<file path="src/rtl/regfile_wb_arbiter.sv">
// Register-file write-port controller: hardware clear of x1..x(DEPTH-1) after reset, then
// round-robin sharing of the write port between NUM_REQ writeback sources. Option: INIT_SP_EN.
module regfile_wb_arbiter #(
    parameter int          NUM_REQ        = 2,
    parameter int          REGISTER_DEPTH = 32,
    parameter logic [31:0] STACKADDR      = 32'hffff_ffff
) (
    input  logic                    clk,
    input  logic                    rst,
    input  logic [NUM_REQ-1:0]      req_valid,
    output logic [NUM_REQ-1:0]      req_ready,
    input  logic [NUM_REQ*5-1:0]    req_addr,
    input  logic [NUM_REQ*32-1:0]   req_data,
    output logic                    rf_we,
    output logic [4:0]              rf_A3,
    output logic [31:0]             rf_wd,
    output logic                    init_busy
);

    localparam int PTR_W = (NUM_REQ > 1) ? $clog2(NUM_REQ) : 1;

    typedef enum logic {INIT, RUN} state_t;

    state_t             state, state_nxt;
    logic [4:0]         idx, idx_nxt;
    logic [PTR_W-1:0]   rr_ptr, rr_nxt;
    logic               we_nxt, busy_nxt;
    logic [4:0]         a3_nxt;
    logic [31:0]        wd_nxt, init_wd;
    logic               gnt_vld;
    int                 gi, j;
    logic [4:0]         sel_addr;
    logic [31:0]        sel_data;

    // First valid requester at or above rr_ptr, wrapping; nothing is granted in INIT or reset.
    always_comb begin
        gnt_vld = 1'b0;
        gi      = 0;
        j       = 0;
        if (state == RUN && !rst) begin
            for (int k = 0; k < NUM_REQ; k++) begin
                j = (int'(rr_ptr) + k) % NUM_REQ;
                if (!gnt_vld && req_valid[j]) begin
                    gnt_vld = 1'b1;
                    gi      = j;
                end
            end
        end
        req_ready = gnt_vld ? (NUM_REQ'(1) << gi) : '0;
        sel_addr  = req_addr[gi*5 +: 5];
        sel_data  = req_data[gi*32 +: 32];
    end

`ifdef INIT_SP_EN
    assign init_wd = (idx == 5'd2) ? STACKADDR : 32'h0;
`else
    assign init_wd = STACKADDR & 32'h0;
`endif

    always_comb begin
        state_nxt = state;
        idx_nxt   = idx;
        rr_nxt    = rr_ptr;
        we_nxt    = 1'b0;
        a3_nxt    = rf_A3;
        wd_nxt    = rf_wd;
        busy_nxt  = init_busy;
        case (state)
            INIT: begin
                we_nxt  = 1'b1;
                a3_nxt  = idx;
                wd_nxt  = init_wd;
                idx_nxt = idx + 5'd1;
                if (idx == 5'(REGISTER_DEPTH-1)) begin
                    state_nxt = RUN;
                    busy_nxt  = 1'b0;
                end
            end
            RUN: begin
                if (gnt_vld) begin
                    rr_nxt = (gi == NUM_REQ-1) ? '0 : PTR_W'(gi + 1);
                    a3_nxt = sel_addr;
                    wd_nxt = sel_data;
                    // x0 and out-of-range targets are accepted but never written
                    we_nxt = (sel_addr != 5'd0) && ({1'b0, sel_addr} < 6'(REGISTER_DEPTH));
                end
            end
            default: state_nxt = INIT;
        endcase
    end

    always_ff @(posedge clk) begin
        if (rst) begin
            state     <= INIT;
            idx       <= 5'd1;
            rr_ptr    <= '0;
            rf_we     <= 1'b0;
            rf_A3     <= 5'd0;
            rf_wd     <= 32'h0;
            init_busy <= 1'b1;
        end else begin
            state     <= state_nxt;
            idx       <= idx_nxt;
            rr_ptr    <= rr_nxt;
            rf_we     <= we_nxt;
            rf_A3     <= a3_nxt;
            rf_wd     <= wd_nxt;
            init_busy <= busy_nxt;
        end
    end

endmodule

</file>
<file path="config.mk">
export PLATFORM = sky130hd
export DESIGN_NAME = regfile_wb_arbiter
export DESIGN_NICKNAME = d
export VERILOG_FILES = /design/src/rtl/regfile_wb_arbiter.sv
export SDC_FILE = /design/constraint.sdc
export NUM_CORES = 1
export LEC_CHECK = 0
export CAP_MARGIN = 5
export CORE_UTILIZATION = 41
export CTS_BUF_LIST = sky130_fd_sc_hd__clkbuf_4 sky130_fd_sc_hd__clkbuf_8
export DETAILED_ROUTE_END_ITERATION = 10
export GPL_TIMING_DRIVEN = 0
export PLACE_DENSITY = 0.8
export SETUP_SLACK_MARGIN = 0.5
export SYNTH_ARGS = -nofsm -noshare
export SYNTH_HDL_FRONTEND = slang
export SYNTH_SLANG_ARGS = --single-unit
export TNS_END_PERCENT = 10
</file>
<file path="constraint.sdc">
create_clock -name clk -period 1.99 [get_ports clk]
set_clock_uncertainty 0.15 [all_clocks]
set_input_delay 0.199 -clock clk [delete_from_list [all_inputs] [get_ports clk]]
set_output_delay 0.199 -clock clk [all_outputs]
set_load 0.03 [all_outputs]
</file>
==> qor.yml, run 1 <==
postSynth.asyncResetShare_pct: 0
areaGrowthSynthToFinish_pct: 71.7
cts_buffers: 5
ys_ff_latch: 46
slew_violations: 0
cts.sinks: 46
setup_viol: 0
slowest_delay_ps: 680
initial_utilization_pct: 43.2
cts_root_buf: "clkbuf_8"
yosysTopAreaCell: "dfxtp_1"
path_clk_slew_ps: 90
dieArea_um2: 5790
wl_met1_um: 2880
cts_tree: "done"
status: "finished clean"
syn_avg_cell_area_um2: 8.53
first_global_vias: 2384
nFillCells: 393
crit_buf_inv: 1
cp.arrival_ps: 1350
max_freq_mhz: 588
highest_layer: "met4"
hold_class: "input port to register"
fin_util_pct: 74.3
rows: 26
clockPowerShare_pct: 37.0
ys_seq_area_share_pct: 40.9
post-route-period-util_pct: 85.5
slew_headroom_pct: 65.9
crit_chain: "clkdlybuf4s50_1"
synth_cell_types: 32
grt_usage_pct: 24.4
drt_first_pass_iters: 4
p_int_mw: 1.51
pwr-share-comb_pct: 14.4
period_needed_ps: 1700
finalWirelength_um: 7020
grt_max_degree: 14
syn_inst: 264
swShare_pct: 22.1
grt_first_pass_wirelength_um: 11400
cp_slowest_cell: "clkdlybuf4s50_1"
dp_hpwl_um: 4910
ir_drop_v: 0.000394
drtAntennaViolNets: 0
portBuffers: 118
p_seq_share_pct: 48.7
final_common_cell: "clkdlybuf4s50_1"
stdcell_area_um2: 3860
netSwitchingPower_mw: 0.428
maxCapViolCount: 0
place.gp.congestion: 0.776
num_antenna_cells: 0
wl_met2_um: 3540
rsz0062_at_grt: "true"
critPathMaxFanout: 2
worst_pin_slew_ps: 511
setup-tns-final_ps: 0
yosys_most_used_dff: "dfxtp_1"
fin_nets: 484
drive_gt1_share_pct: 18.1
synth_enable_flop_cells: 0
synthTopCellsByArea: "dfxtp_1, a311oi_2, nand2_1, a21oi_1, a311oi_1"
synth_warnings: 0
htreeDepth: 2
worstPathRequired_ps: 1640
wl_met3_um: 511
ios: 119
netlist.area_leader.share_pct: 40.9
clockBufferDepth: 2
drt_iter0_drc: 98
synthesis.area_um2: 2250
antenna_found_initial: 0
insertion_delay_ps: 300
cp-end-kind: "output pin"
wl_per_cell_um: 14.8
powerDensity_nw_per_um2: 502
leakage_nw: 1.51
core_area_um2: 5200
dieHeight_um: 76.1
final_cell_mix: "clkdlybuf4s50_1, nand2_1, dfxtp_1, a21oi_1"
place_area_um2: 3520
drc_errors: 0
crit_path_start_kind: "register"
final_hold_viol_count: 0
crit_family: "buffers and inverters"
via_per_inst: 5.22
cts_hold_buf: 0
path_class: "register to output pin"
hold_slack_ps: 309
grt.overflow.total: 0
num_vias: 2473
syn_nets: 344
die_x_um: 76.1
flip-flops by register name, summed over array words and instances (netlist names):
register	count
rf_wd	32
idx	5
rf_we	1
state	1
rr_ptr	1
rf_A3	5
init_busy	1
worst min-delay path: stages:
cell and delay (ps):
clkdlybuf4s50_1 400, nand2_1 50, a311oi_1 70
power by group through the flow:
stage / Combinational [mW] / Clock (mW) / Sequential, mW
global route: 0.303 / 0.777 / 0.946
global placement: 0.268 / 0 / 0.966
CTS: 0.278 / 0.724 / 0.944
floorplan: 0.0745 / 0 / 0.977
detailed placement: 0.270 / 0 / 0.967
finish: 0.279 / 0.718 / 0.944
per-stage QoR:
step	setup slack (ps)	total power [mW]	std cells
global route	253	2.03	474
finish	289	1.94	474
CTS	298	1.95	470
global placement	-525	1.23	452
floorplan	513	1.05	264
detailed placement	-512	1.24	452
final timing paths:
path,endpoint,depth (start not counted),startpoint,slack [ps]
min,rf_wd[1],3,req_data[33],310
max,rf_wd[28],1,rf_wd[28],290
min reg2reg,init_busy,1,init_busy,310
max reg2reg,rf_wd[16],4,state,350
layer usage:
| layer | global-route usage (%) | up-vias |
|---|---|---|
| met4 | 5.58 | 0 |
| met2 | 42.7 | 82 |
| met5 | 0 | - |
| li1 | - | 1234 |
| met1 | 28.8 | 1147 |
| met3 | 8.14 | 10 |
Yosys cell counts, types with 5 or more instances:
library cell and number:
nor2b_1 5, a21oi_1 38, nor2_1 11, buf_2 12, a311oi_1 14, nand2_1 66, a311oi_2 18, and3_1 5
o21ai_0 5, dfxtp_1 46, clkbuf_1 9
layout make-up:
class	instances	area (um2)	area share (%)
inverter	2	10.0	0.259
multi-input combinational	191	1250	32.2
buffer	25	176	4.56
timing repair buffer	133	1310	33.8
clock inverter	1	30.0	0.777
clock buffer	6	82.6	2.14
sequential	46	925	23.9
tap	70	87.6	2.27
kinds of logic after synthesis:
| group | after synthesis | synth area share [%] |
|---|---|---|
| AND/OR/NAND/NOR | 94 | 18.2 |
| XOR/XNOR | 2 | 0.778 |
| adder cells (fa/ha/maj) | 2 | 1.11 |
| AO/OA/AOI/OAI | 90 | 32.0 |
| flip-flops | 46 | 40.9 |
| multiplexers | 3 | 1.33 |
| buffers and inverters | 27 | 5.67 |
timing repair:
action | CTS | global route
pin swaps | 6 | 1
setup buffers | 10 | 4
cloned | 1 | 0
endpoints found under the setup margin | 87 | 78
resized for setup | 51 | 7
Power figures use the tool's default switching activity.
==> run 2, diff against run 1 <==
==> constraint.sdc (replaced) <==
create_clock -name clk -period 1.99 [get_ports clk]
set_clock_uncertainty 0.15 [all_clocks]
set_input_delay 0.398 -clock clk [delete_from_list [all_inputs] [get_ports clk]]
set_output_delay 0.398 -clock clk [all_outputs]
set_load 0.03 [all_outputs]
==> run 2 against run 1 <==
  * Sequential share of layout area down 0.62 points
  * Via count rose by 3.2%
  * Critical path depth grew 4
  * Combinational power about the same
  * Hold slack improved by 3.0 ps
  * Worst setup slack worse by 93 ps
  * Register-to-register slack got worse by 70 ps
  * Critical path type unchanged
  * Largest power group unchanged
==> qor.yml, run 2 (synthesis gave the netlist of run 1 again) <==
htreeDepth: 2  # unchanged
netSwitchingPower_mw: 0.431  # +0.78%
die_x_um: 76.1  # unchanged
setup_viol: 0  # unchanged
stdcell_area_um2: 3960  # +2.4%
place_area_um2: 3540  # +0.39%
dp_hpwl_um: 4960  # +1.1%
maxCapViolCount: 0  # unchanged
first_global_vias: 2574  # +8.0%
cp_slowest_cell: "dfxtp_2"
drtAntennaViolNets: 0  # unchanged
crit_chain: "and2b_2 -> buf_6 -> o21ai_4 -> a21oi_2 -> buf_6"
drc_errors: 0  # unchanged
critPathMaxFanout: 2  # unchanged
setup-tns-final_ps: 0  # unchanged
place.gp.congestion: 0.767  # -1.2%
clockBufferDepth: 2  # unchanged
ios: 119  # unchanged
drt_iter0_drc: 100  # +2.0%
drive_gt1_share_pct: 20.8  # +2.7 points
clockPowerShare_pct: 36.9  # about the same
final_hold_viol_count: 0  # unchanged
worst_hold_path.num_cells: 1  # -2
drt_first_pass_iters: 4  # unchanged
cts_root_buf: "clkbuf_8"
cp-end-kind: "output pin"
rsz0062_at_grt: "true"
max_freq_mhz: 557  # -5.2%
fin_nets: 488  # +0.83%
hold_slack_ps: 312  # +3.05 ps
antenna_found_initial: 0  # unchanged
cts_hold_buf: 0  # unchanged
nFillCells: 390  # -0.76%
p_int_mw: 1.51  # about the same
leakage_nw: 1.67  # +10%
slew_violations: 0  # unchanged
crit_path_start_kind: "register"
r2r.worst_path.cells: 8  # +4
r2r-start: "state"
crit_end: "req_ready[0]"
p_seq_share_pct: 48.7  # about the same
initial_utilization_pct: 43.2  # unchanged
final_cell_mix: "clkdlybuf4s50_1, nand2_1, dfxtp_1, dlygate4sd2_1, a21oi_1"
cts.sinks: 46  # unchanged
largest_reg_flops: 32  # unchanged
powerDensity_nw_per_um2: 491  # -2.2%
finalWirelength_um: 7430  # +5.9%
num_vias: 2552  # +3.2%
wl_per_cell_um: 15.5  # +4.8%
period_needed_ps: 1790  # +93.4 ps
path_clk_slew_ps: 80  # about the same
worstPathRequired_ps: 1440  # -200 ps
top_register: "rf_wd"
slowest_delay_ps: 340  # -340 ps
rows: 26  # unchanged
areaGrowthSynthToFinish_pct: 75.8
core_area_um2: 5200  # unchanged
final_common_cell: "clkdlybuf4s50_1"
insertion_delay_ps: 300  # about the same
path_class: "register to output pin"
startpoint: "state"
post-route-period-util_pct: 90.2  # +4.7 points
hold_class: "register to register"
pwr-share-comb_pct: 14.4  # about the same
reg2reg_slack_ps: 280  # -70 ps
top_regs: "rf_wd (32), idx (5), rf_A3 (5)"
via_per_inst: 5.33  # +2.1%
swShare_pct: 22.2  # +0.15 points
cts_buffers: 5  # unchanged
reg2reg_to: "rf_wd[3]"
grt.overflow.total: 0  # unchanged
cts_tree: "done"
ir_drop_v: 0.000323  # -18%
dieHeight_um: 76.1  # unchanged
status: "finished clean"
num_antenna_cells: 0  # unchanged
cp.arrival_ps: 1250  # -100 ps
worst_pin_slew_ps: 522  # +10.8 ps
slew_headroom_pct: 65.2  # -0.72 points
grt_usage_pct: 26.1  # +1.7 points
crit_top_cell: "buf_6"
dieArea_um2: 5790  # unchanged
grt_first_pass_wirelength_um: 12100  # +6.0%
portBuffers: 118  # unchanged
grt_max_degree: 14  # unchanged
[run 2: changes by cell type in the layout (fill, tap and decap cells not counted), sizes merged]
cell	previous run	this run
dlygate4sd2	4	39
clkdlybuf4s50	107	74
dlymetal6s2s	5	0
clkbuf	14	18
buf	34	37
clkdlybuf4s18	0	1
[run 2: what timing repair did]
action | 4_1_cts | 5_1_grt
pin swaps | 5 | 7
gates resized for setup | 102 | 24
setup endpoints to repair | 87 | 82
buffers inserted | 12 | 2
gates cloned | 3 | 2
[run 2: final cells by class]
class	instances	area, um2	area share [%]
clock buffer	7	83.8	2.12
tap	70	87.6	2.21
timing repair buffer	137	1340	33.8
buffer	25	214	5.41
inverter	2	12.5	0.316
sequential	46	922	23.3
multi-input combinational	191	1270	32.1
clock inverter	1	30.0	0.759
[run 2: how the worst min path moves through the flow]
stage                    from   endpoint  slack, ps
finish              init_busy  init_busy        310
global route        init_busy  init_busy        340
CTS                 init_busy  init_busy        320
detailed placement  init_busy  init_busy        300
global placement    init_busy  init_busy        290
floorplan              rr_ptr     rr_ptr        300
[run 2: critical path, delay by kind of cell, from the launching register on]
| family | cells | cell delay [ps] |
|---|---|---|
| AOI/OAI and AO/OA | 2 | 170 |
| buffers and inverters | 2 | 250 |
| DFF | 1 | 340 |
| and+or+nand+nor | 1 | 190 |
[run 2: power groups by stage]
stage / clock [mW] / sequential (mW) / combinational (mW)
finish: 0.716 / 0.946 / 0.280
global route: 0.761 / 0.949 / 0.303
CTS: 0.729 / 0.945 / 0.276
detailed placement: 0 / 0.967 / 0.272
global placement: 0 / 0.966 / 0.268
floorplan: 0 / 0.977 / 0.0744
[run 2: metal layers]
| metal | track usage (%) | share of wire, % | vias up |
|---|---|---|---|
| met5 | 0 | 0 | - |
| met4 | 10.2 | 2.0 | 0 |
| met3 | 8.50 | 8.3 | 18 |
| met2 | 43.4 | 49 | 100 |
| met1 | 31.1 | 41 | 1192 |
| li1 | - | - | 1242 |
[run 2: metrics by stage]
step                      cells  worst slack (ps)  util [%]  power (mW)
after floorplan             264               434         -        1.05
after global placement      452              -910      68.0        1.23
after detailed placement    452              -900      68.0        1.24
after CTS                   475               203      73.8        1.95
after global routing        479               151      76.0        2.01
final                       479               195      76.0        1.94
